`src/rtl/freeze_key_decoder.sv`:
```
// rtl/freeze_key_decoder.sv - PS/2 set-2 Ctrl+Break decoder producing a rate-limited freeze pulse
module freeze_key_decoder #(
  parameter logic [19:0] HOLDOFF = 20'd1000000,
  parameter logic [15:0] TIMEOUT = 16'd50000
) (
  input  logic       clk,
  input  logic       reset,
  input  logic       kbd_valid,
  input  logic [7:0] kbd_data,
  input  logic       enable,
  output logic       freeze,
  output logic       ctrl_held,
  output logic       busy
);

  localparam logic [2:0] IDLE   = 3'd0;
  localparam logic [2:0] E0     = 3'd1;
  localparam logic [2:0] F0     = 3'd2;
  localparam logic [2:0] E0F0   = 3'd3;
  localparam logic [2:0] E1SKIP = 3'd4;

  localparam logic [7:0] CODE_CTRL  = 8'h14;
  localparam logic [7:0] CODE_BREAK = 8'h7E;

  logic [2:0]  state, state_nxt, cur_state;
  logic [2:0]  skip_cnt, skip_nxt;
  logic        lctrl, lctrl_nxt, rctrl, rctrl_nxt;
  logic [19:0] hold_cnt;
  logic [15:0] gap_cnt;
  logic        timeout_fire;
  logic        trigger;

  // Keyboard status/ack bytes that must never be read as make codes.
  function automatic logic is_ignored(input logic [7:0] b);
    return (b == 8'hAA) || (b == 8'hFA) || (b == 8'hFE) ||
           (b == 8'hEE) || (b == 8'h00) || (b == 8'hFF);
  endfunction

  assign busy         = (hold_cnt != 20'd0);
  assign timeout_fire = (state != IDLE) && (gap_cnt == TIMEOUT);
  // A byte landing on the timeout cycle is decoded as if the FSM were already idle.
  assign cur_state    = timeout_fire ? IDLE : state;

  always_comb begin
    state_nxt = state;
    skip_nxt  = skip_cnt;
    lctrl_nxt = lctrl;
    rctrl_nxt = rctrl;
    trigger   = 1'b0;
    if (timeout_fire) begin
      state_nxt = IDLE;
      skip_nxt  = 3'd0;
    end
    if (kbd_valid) begin
      case (cur_state)
        IDLE: begin
          if (kbd_data == 8'hE0) begin
            state_nxt = E0;
          end else if (kbd_data == 8'hF0) begin
            state_nxt = F0;
          end else if (kbd_data == 8'hE1) begin
            state_nxt = E1SKIP;
            skip_nxt  = 3'd7;
          end else if (!is_ignored(kbd_data) && kbd_data == CODE_CTRL) begin
            lctrl_nxt = 1'b1;
          end
        end
        E0: begin
          if (kbd_data == 8'hF0) begin
            state_nxt = E0F0;
          end else if (kbd_data == 8'hE1) begin
            state_nxt = E1SKIP;
            skip_nxt  = 3'd7;
          end else begin
            state_nxt = IDLE;
            if (kbd_data == CODE_CTRL) rctrl_nxt = 1'b1;
            if (kbd_data == CODE_BREAK && ctrl_held && enable && !busy) trigger = 1'b1;
          end
        end
        F0: begin
          state_nxt = IDLE;
          if (kbd_data == CODE_CTRL) lctrl_nxt = 1'b0;
        end
        E0F0: begin
          state_nxt = IDLE;
          if (kbd_data == CODE_CTRL) rctrl_nxt = 1'b0;
        end
        E1SKIP: begin
          skip_nxt = skip_cnt - 3'd1;
          if (skip_cnt <= 3'd1) begin
            state_nxt = IDLE;
            skip_nxt  = 3'd0;
          end
        end
        default: begin
          state_nxt = IDLE;
          skip_nxt  = 3'd0;
        end
      endcase
    end
  end

  always_ff @(posedge clk) begin
    if (!reset) begin
      state     <= IDLE;
      skip_cnt  <= 3'd0;
      lctrl     <= 1'b0;
      rctrl     <= 1'b0;
      ctrl_held <= 1'b0;
      freeze    <= 1'b0;
      hold_cnt  <= 20'd0;
      gap_cnt   <= 16'd0;
    end else begin
      state     <= state_nxt;
      skip_cnt  <= skip_nxt;
      lctrl     <= lctrl_nxt;
      rctrl     <= rctrl_nxt;
      ctrl_held <= lctrl_nxt | rctrl_nxt;
      freeze    <= trigger;
      if (trigger) begin
        hold_cnt <= HOLDOFF;
      end else if (hold_cnt != 20'd0) begin
        hold_cnt <= hold_cnt - 20'd1;
      end
      if (kbd_valid || state == IDLE) begin
        gap_cnt <= 16'd0;
      end else if (gap_cnt != TIMEOUT) begin
        gap_cnt <= gap_cnt + 16'd1;
      end
    end
  end

endmodule

```
`config.mk`:
```
export PLATFORM = sky130hd
export DESIGN_NAME = freeze_key_decoder
export DESIGN_NICKNAME = d
export VERILOG_FILES = /design/src/rtl/freeze_key_decoder.sv
export SDC_FILE = /design/constraint.sdc
export NUM_CORES = 1
export LEC_CHECK = 0
export CELL_PAD_IN_SITES_DETAIL_PLACEMENT = 0
export CELL_PAD_IN_SITES_GLOBAL_PLACEMENT = 1
export CORE_MARGIN = 3
export CORE_UTILIZATION = 45
export DETAILED_ROUTE_END_ITERATION = 12
export PLACE_DENSITY_LB_ADDON = 0.05
export SLEW_MARGIN = 20
export SYNTH_ARGS = -nofsm -noshare
export SYNTH_HDL_FRONTEND = slang
export SYNTH_SLANG_ARGS = --single-unit
```
`constraint.sdc`:
```
create_clock -name clk -period 2.9 [get_ports clk]
set_clock_uncertainty 0.05 [all_clocks]
set_input_delay 0.435 -clock clk [delete_from_list [all_inputs] [get_ports clk]]
set_output_delay 0.435 -clock clk [all_outputs]
set_load 0.05 [all_outputs]
```
* After elaboration in Yosys (flattened, before gate mapping)
Cells that the tools add are included.
Storage, ports and cells: register bits 46, input bits 12
Operators by class: add/subtract/negate cells 3, magnitude comparators 1, equality and inequality tests 16, multiplexer cells 36, bitwise operators 2, reduce and logical (&&, ||, !) cells 22
Operators by type and width (count):
- $eq 8x8->1 const B | 8
- $mux 3 | 14
- $mux 20 | 2
- $reduce_bool 20->1 | 1
- $sub 20x1->20 const B | 1
- $add 16x1->16 const B | 1
- $eq 16x16->1 const B | 1
- $mux 1 | 16
- $ne 16x16->1 const B | 1
- $pmux 3 s4 | 1
- $pmux 3 s3 | 1
- $eq 8x5->1 const B | 1
- $eq 8x7->1 const B | 1
- $logic_not 8->1 | 1
- $eq 3x2->1 const B | 2
- $logic_not 3->1 | 2
- $logic_or 1x1->1 | 6
- $reduce_or 2->1 | 3
- $logic_and 1x1->1 | 5
- $pmux 1 s2 | 2
- $eq 3x1->1 const B | 1
- $eq 3x3->1 const B | 1
- $le 3x1->1 const B | 1
- $reduce_bool 3->1 | 1
- other kinds (5) | 6

* Logic depth before layout (Yosys ltp)
depth in word-level cells 15, gate-level depth with buffers 9, gate-level depth less buffers 7

* Least setup slack after synthesis
OpenSTA, ideal clock, no wires.
path type flip-flop to flip-flop, start register hold_cnt[0], end register hold_cnt[16], arrival 2.164 ns, required time 2.719 ns, slack 0.555 ns, stages on the path, launching flop included 10, buffers on the path 2, cell sequence dfxtp_1 inv_1 ha_1 or4b_1 buf_2 or4b_4 buf_6 nor3_2 mux2i_1 a21oi_2
On the way: cells in the longest elaborated chain, start to end 9
Ends and longest elaborated chain:
- start, declared | line 28 | logic [19:0] hold_cnt;
- start signal, assigned | line 123 | hold_cnt <= hold_cnt - 20'd1;
- $reduce_bool 20->1 | line 39, 122
- $logic_not 1->1 | line 77 | if (kbd_data == CODE_BREAK && ctrl_held && enable && !busy) trigger = 1'b1;
- $logic_and 1x1->1 | line 77
- $mux 1 | line 77
- $mux 1 | line 71 | end else if (kbd_data == 8'hE1) begin
- $mux 1 | line 69 | if (kbd_data == 8'hF0) begin
- $mux 1 | line 55 | case (cur_state)
- $mux 1 | line 54 | if (kbd_valid) begin
- $mux 20 / $reduce_bool 2->1 (equally long branches)
Several ways; a longest one is shown, not always the timed one. The select of a mux whose other input is x is not followed. A chain may end at the register's enable or synchronous reset.

* Final worst setup path
start register hold_cnt[0], end output busy
On the way: cells in the longest elaborated chain, start to end 1
Ends and longest elaborated chain:
- $reduce_bool 20->1 | line 39 | assign busy = (hold_cnt != 20'd0);
- end, declared | line 13 | output logic busy
Every way passes these cells.

==> key figures <==
Die
  • Io pins: 15
  • Row cnt: 26
  • Die area: ~0.0063 mm^2
  • Initial Utilization: a little under half
  • Width of the die: between 70 and 80 um
  • DIE HEIGHT: 79.20 um
  • Core footprint: between 0.005 and 0.006 mm^2

Drt
  • Detailed-route via count: a little over 2000
  • Antenna Nets Post-Route: 0
  • DR vias/cell: around 5.5
  • Routed wire per std cell: approximately 14 um
  • Drt pass-1 iters: 4
  • DRT iter0 DRCs: just over 70
  • Remaining DRCs: 0
  • Final wirelength: between 5000 and 6000 um

Global route
  • Total gr overflow: 0
  • Initial antenna violation count: 0
  • First-pass GRT wire length: 8956 um
  • GRT Resource Usage Total: 17.80%
  • Largest net degree at the start of global routing: 17
  • Vias in the first global route: between 1500 and 2000

Power
  • P_sw: approximately 1.1 mW
  • Leak Pwr: 0.9350 nW
  • Net Sw Frac: between 40% and 50%
  • Power share of the combinational group: between 50% and 60%
  • Int Pwr: ~1.5 mW
  • PwrDens: 941.3 mW/mm^2
  • Design Power: approximately 2.6 mW
  • Sequential power share: about a third
  • Clock share of power: between 10% and 20%
  • VDD IR-drop max: 0.3777 mV

Synth
  • Syn avg cell area: ~8.5 um^2
  • Synth cell types: 55
  • Largest area contributor in the netlist: dfxtp_1
  • Post-synthesis register bit count: 46
  • Synthesized cell area: around 0.0024 mm^2
  • Ys async rst share: 0%
  • Synth Flop Type: dfxtp_1
  • Post-Syn Nets: about 300
  • Syn Inst Count: between 200 and 300
  • Synth top area share: about two fifths
  • EDFF count, synth: 0
  • Register area share after synthesis: between 30% and 40%
  • Synth warnings: 0
  • Top cells by area, synth: dfxtp_1 38%, nor2_1 5.4%, xnor2_1 5.1%

Job
  • Number of max-cap violations: 0

Cells and area
  • Layout cells sized above 1: a little under a tenth
  • Antenna diodes: 0
  • Area of the multi-input gates: between 0.001 and 0.0015 mm^2
  • Final net count: roughly 320
  • Design area: 0.002739 mm^2
  • Fill cells: around 520
  • Area growth from synthesis to layout: 13.60%
  • Non-filler cells, final: 375
  • Sequential Area: around 920 um^2

STA
  • Slew Viols, Final: 0
  • Final setup fails: 0
  • Rel. slew slack: 50.50%
  • Peak Freq: about 0.37 GHz
  • RSZ-0062 raised after global routing: no
  • Fin crit share: between 90% and 100%
  • Setup_tns: 0 ns
  • Minimum clock period: ~2.7 ns
  • Worst setup margin: approximately 0.18 ns
  • Fin. Hold Viols: 0
  • Worst slew pin tran: about 0.74 ns

Run status
  • Outcome: complete, no violations

Placement
  • RePlAce Congestion: 0.8052
  • Detail Placement HPWL: ~3800 um
  • DP Area: about 0.0026 mm^2
  • Place WS: about 0.31 ns
  • Placed insts: 365
  • # port buffers: 14

Clock tree
  • Clock sink count: between 40 and 50
  • Max clock buf depth: 2
  • H-tree lvl count: 2
  • TritonCTS buffer count: 5
  • CTS tree: yes
  • Clk slew on worst S/H paths: about 0.080 ns
  • Clk root buf: clkbuf_8
  • Skew-Pair Late Insertion Delay: 0.29 ns

Setup path
  • WP data arrival: about 2.2 ns
  • Slowest-stage cell, CP: or4b_1
  • Max incr delay on CP: approximately 0.62 ns
  • Setup crit end kind: output port
  • Worst-path cell chain: inv_1 > ha_1 > or4b_1 > nor4b_4 > nand2_1 > buf_4
  • Critical setup path kind: reg2out
  • Worst Setup Start Kind: flop
  • Worst endpoint required time: between 2 and 2.5 ns
  • Crit path max-delay family: simple AND/OR/NAND/NOR gates
  • Worst Path Buf+Inv: 2
  • CP Max Fanout: 6

Hold path
  • Hold Crit Class: reg2reg
power groups by stage:
stage	registers, mW	clock network [mW]	logic, mW
4_1_cts	0.886	0.382	1.29
5_1_grt	0.905	0.405	1.47
3_3_place_gp	0.900	0	1.28
2_1_floorplan	0.869	0	1.00
3_5_place_dp	0.901	0	1.28
6_report	0.886	0.367	1.32
cells in the mapped netlist, drive strengths merged (5+ instances only):
| cell | count |
|---|---|
| dfxtp | 46 |
| nor2 | 35 |
| a21oi | 19 |
| nand2 | 15 |
| xnor2 | 14 |
| inv | 13 |
| o21ai | 13 |
| nor3 | 12 |
| or3 | 11 |
| nand3 | 9 |
| xor2 | 9 |
| clkbuf | 8 |
| nand4 | 7 |
| nor4b | 6 |
| nor4 | 5 |
what timing repair did:
item / in CTS / in global routing
gates resized for setup: 0 / 0
buffers inserted: 0 / 3
hold endpoints to repair: 0 / 0
setup endpoints to repair: 0 / 1
hold buffers: 0 / 0
metrics by stage:
stage          hold slack, ns  util, %
2_1_floorplan          0.4070        -
3_3_place_gp           0.4261    51.36
3_5_place_dp           0.4292    51.36
4_1_cts                0.4423    52.85
5_1_grt                0.4640    53.29
6_report               0.4409    53.29
cell families (layout without fill, tap and decap cells):
family / count (synthesis) / count (layout) / synth area share, %
and+or+nand+nor: 126 / 126 / 30.31
AOI/OAI and AO/OA: 59 / 59 / 15.88
DFF: 46 / 46 / 38.19
buffers and inverters: 25 / 45 / 4.359
xor gates and xnor gates: 23 / 23 / 8.355
adders and majority gates: 4 / 4 / 2.076
muxes: 2 / 2 / 0.8303
worst register-to-register path, cell delays in order (launching register included):
cell,delay (ns)
dfxtp_1,0.34
inv_1,0.07
ha_1,0.21
or4b_1,0.62
nor4b_4,0.39
buf_4,0.18
nand4_2,0.07
nand2_1,0.36
a211oi_1,0.10
area by class of cell:
| cell class | instances | area share [%] |
|---|---|---|
| multi-input cells | 214 | 50.57 |
| repair buffers | 25 | 8.040 |
| clock buffers | 7 | 2.787 |
| inverters | 13 | 1.782 |
| flip-flops and latches | 46 | 33.62 |
| well taps | 70 | 3.198 |
worst paths after layout:
kind,slack (ns),startpoint,end,cells after the start
min,0.44,gap_cnt[1],gap_cnt[1],2
max,0.18,hold_cnt[0],busy,6
max reg2reg,0.40,hold_cnt[0],hold_cnt[1],8
min reg2reg,0.44,gap_cnt[1],gap_cnt[1],2
flip-flops by register name, summed over array words and instances (netlist names):
name       cells
skip_cnt       3
lctrl          1
rctrl          1
ctrl_held      1
freeze         1
state          3
hold_cnt      20
gap_cnt       16
cells in the final DEF, fill, tap and decap left out, types with 2 or more instances in the layout:
master,netlist,layout
nand4_1,6,6
inv_1,13,13
a2111oi_0,2,2
o21a_1,4,4
o21ai_0,12,12
nor2_1,35,35
clkbuf_1,8,2
o211ai_1,2,2
nand2_1,15,15
nand3_1,9,9
xnor2_1,14,14
nor4bb_1,2,2
ha_1,4,4
buf_4,0,12
a211oi_1,4,4
nor4_1,4,4
xor2_1,9,9
a21oi_1,18,18
nand2b_1,3,3
and4_1,2,2
and3_1,4,4
nor4b_1,5,5
or2_2,2,2
mux2i_1,2,2
clkbuf_8,0,5
nor3_1,11,11
a31oi_1,3,3
or4b_2,2,2
dfxtp_1,46,46
or3_1,11,11
nand3b_1,2,2
or4_1,2,2
o31ai_1,3,3
clkdlybuf4s50_1,0,13
routing by layer:
layer | global-route usage [%] | share of wire [%] | up-vias
met5 | 0 | 0 | -
met4 | 6.186 | 1.4 | 0
met3 | 4.195 | 2.1 | 6
met2 | 30.98 | 50 | 15
met1 | 21.34 | 47 | 966
li1 | - | - | 1081
No activity file was read; power rests on OpenSTA's default activity.
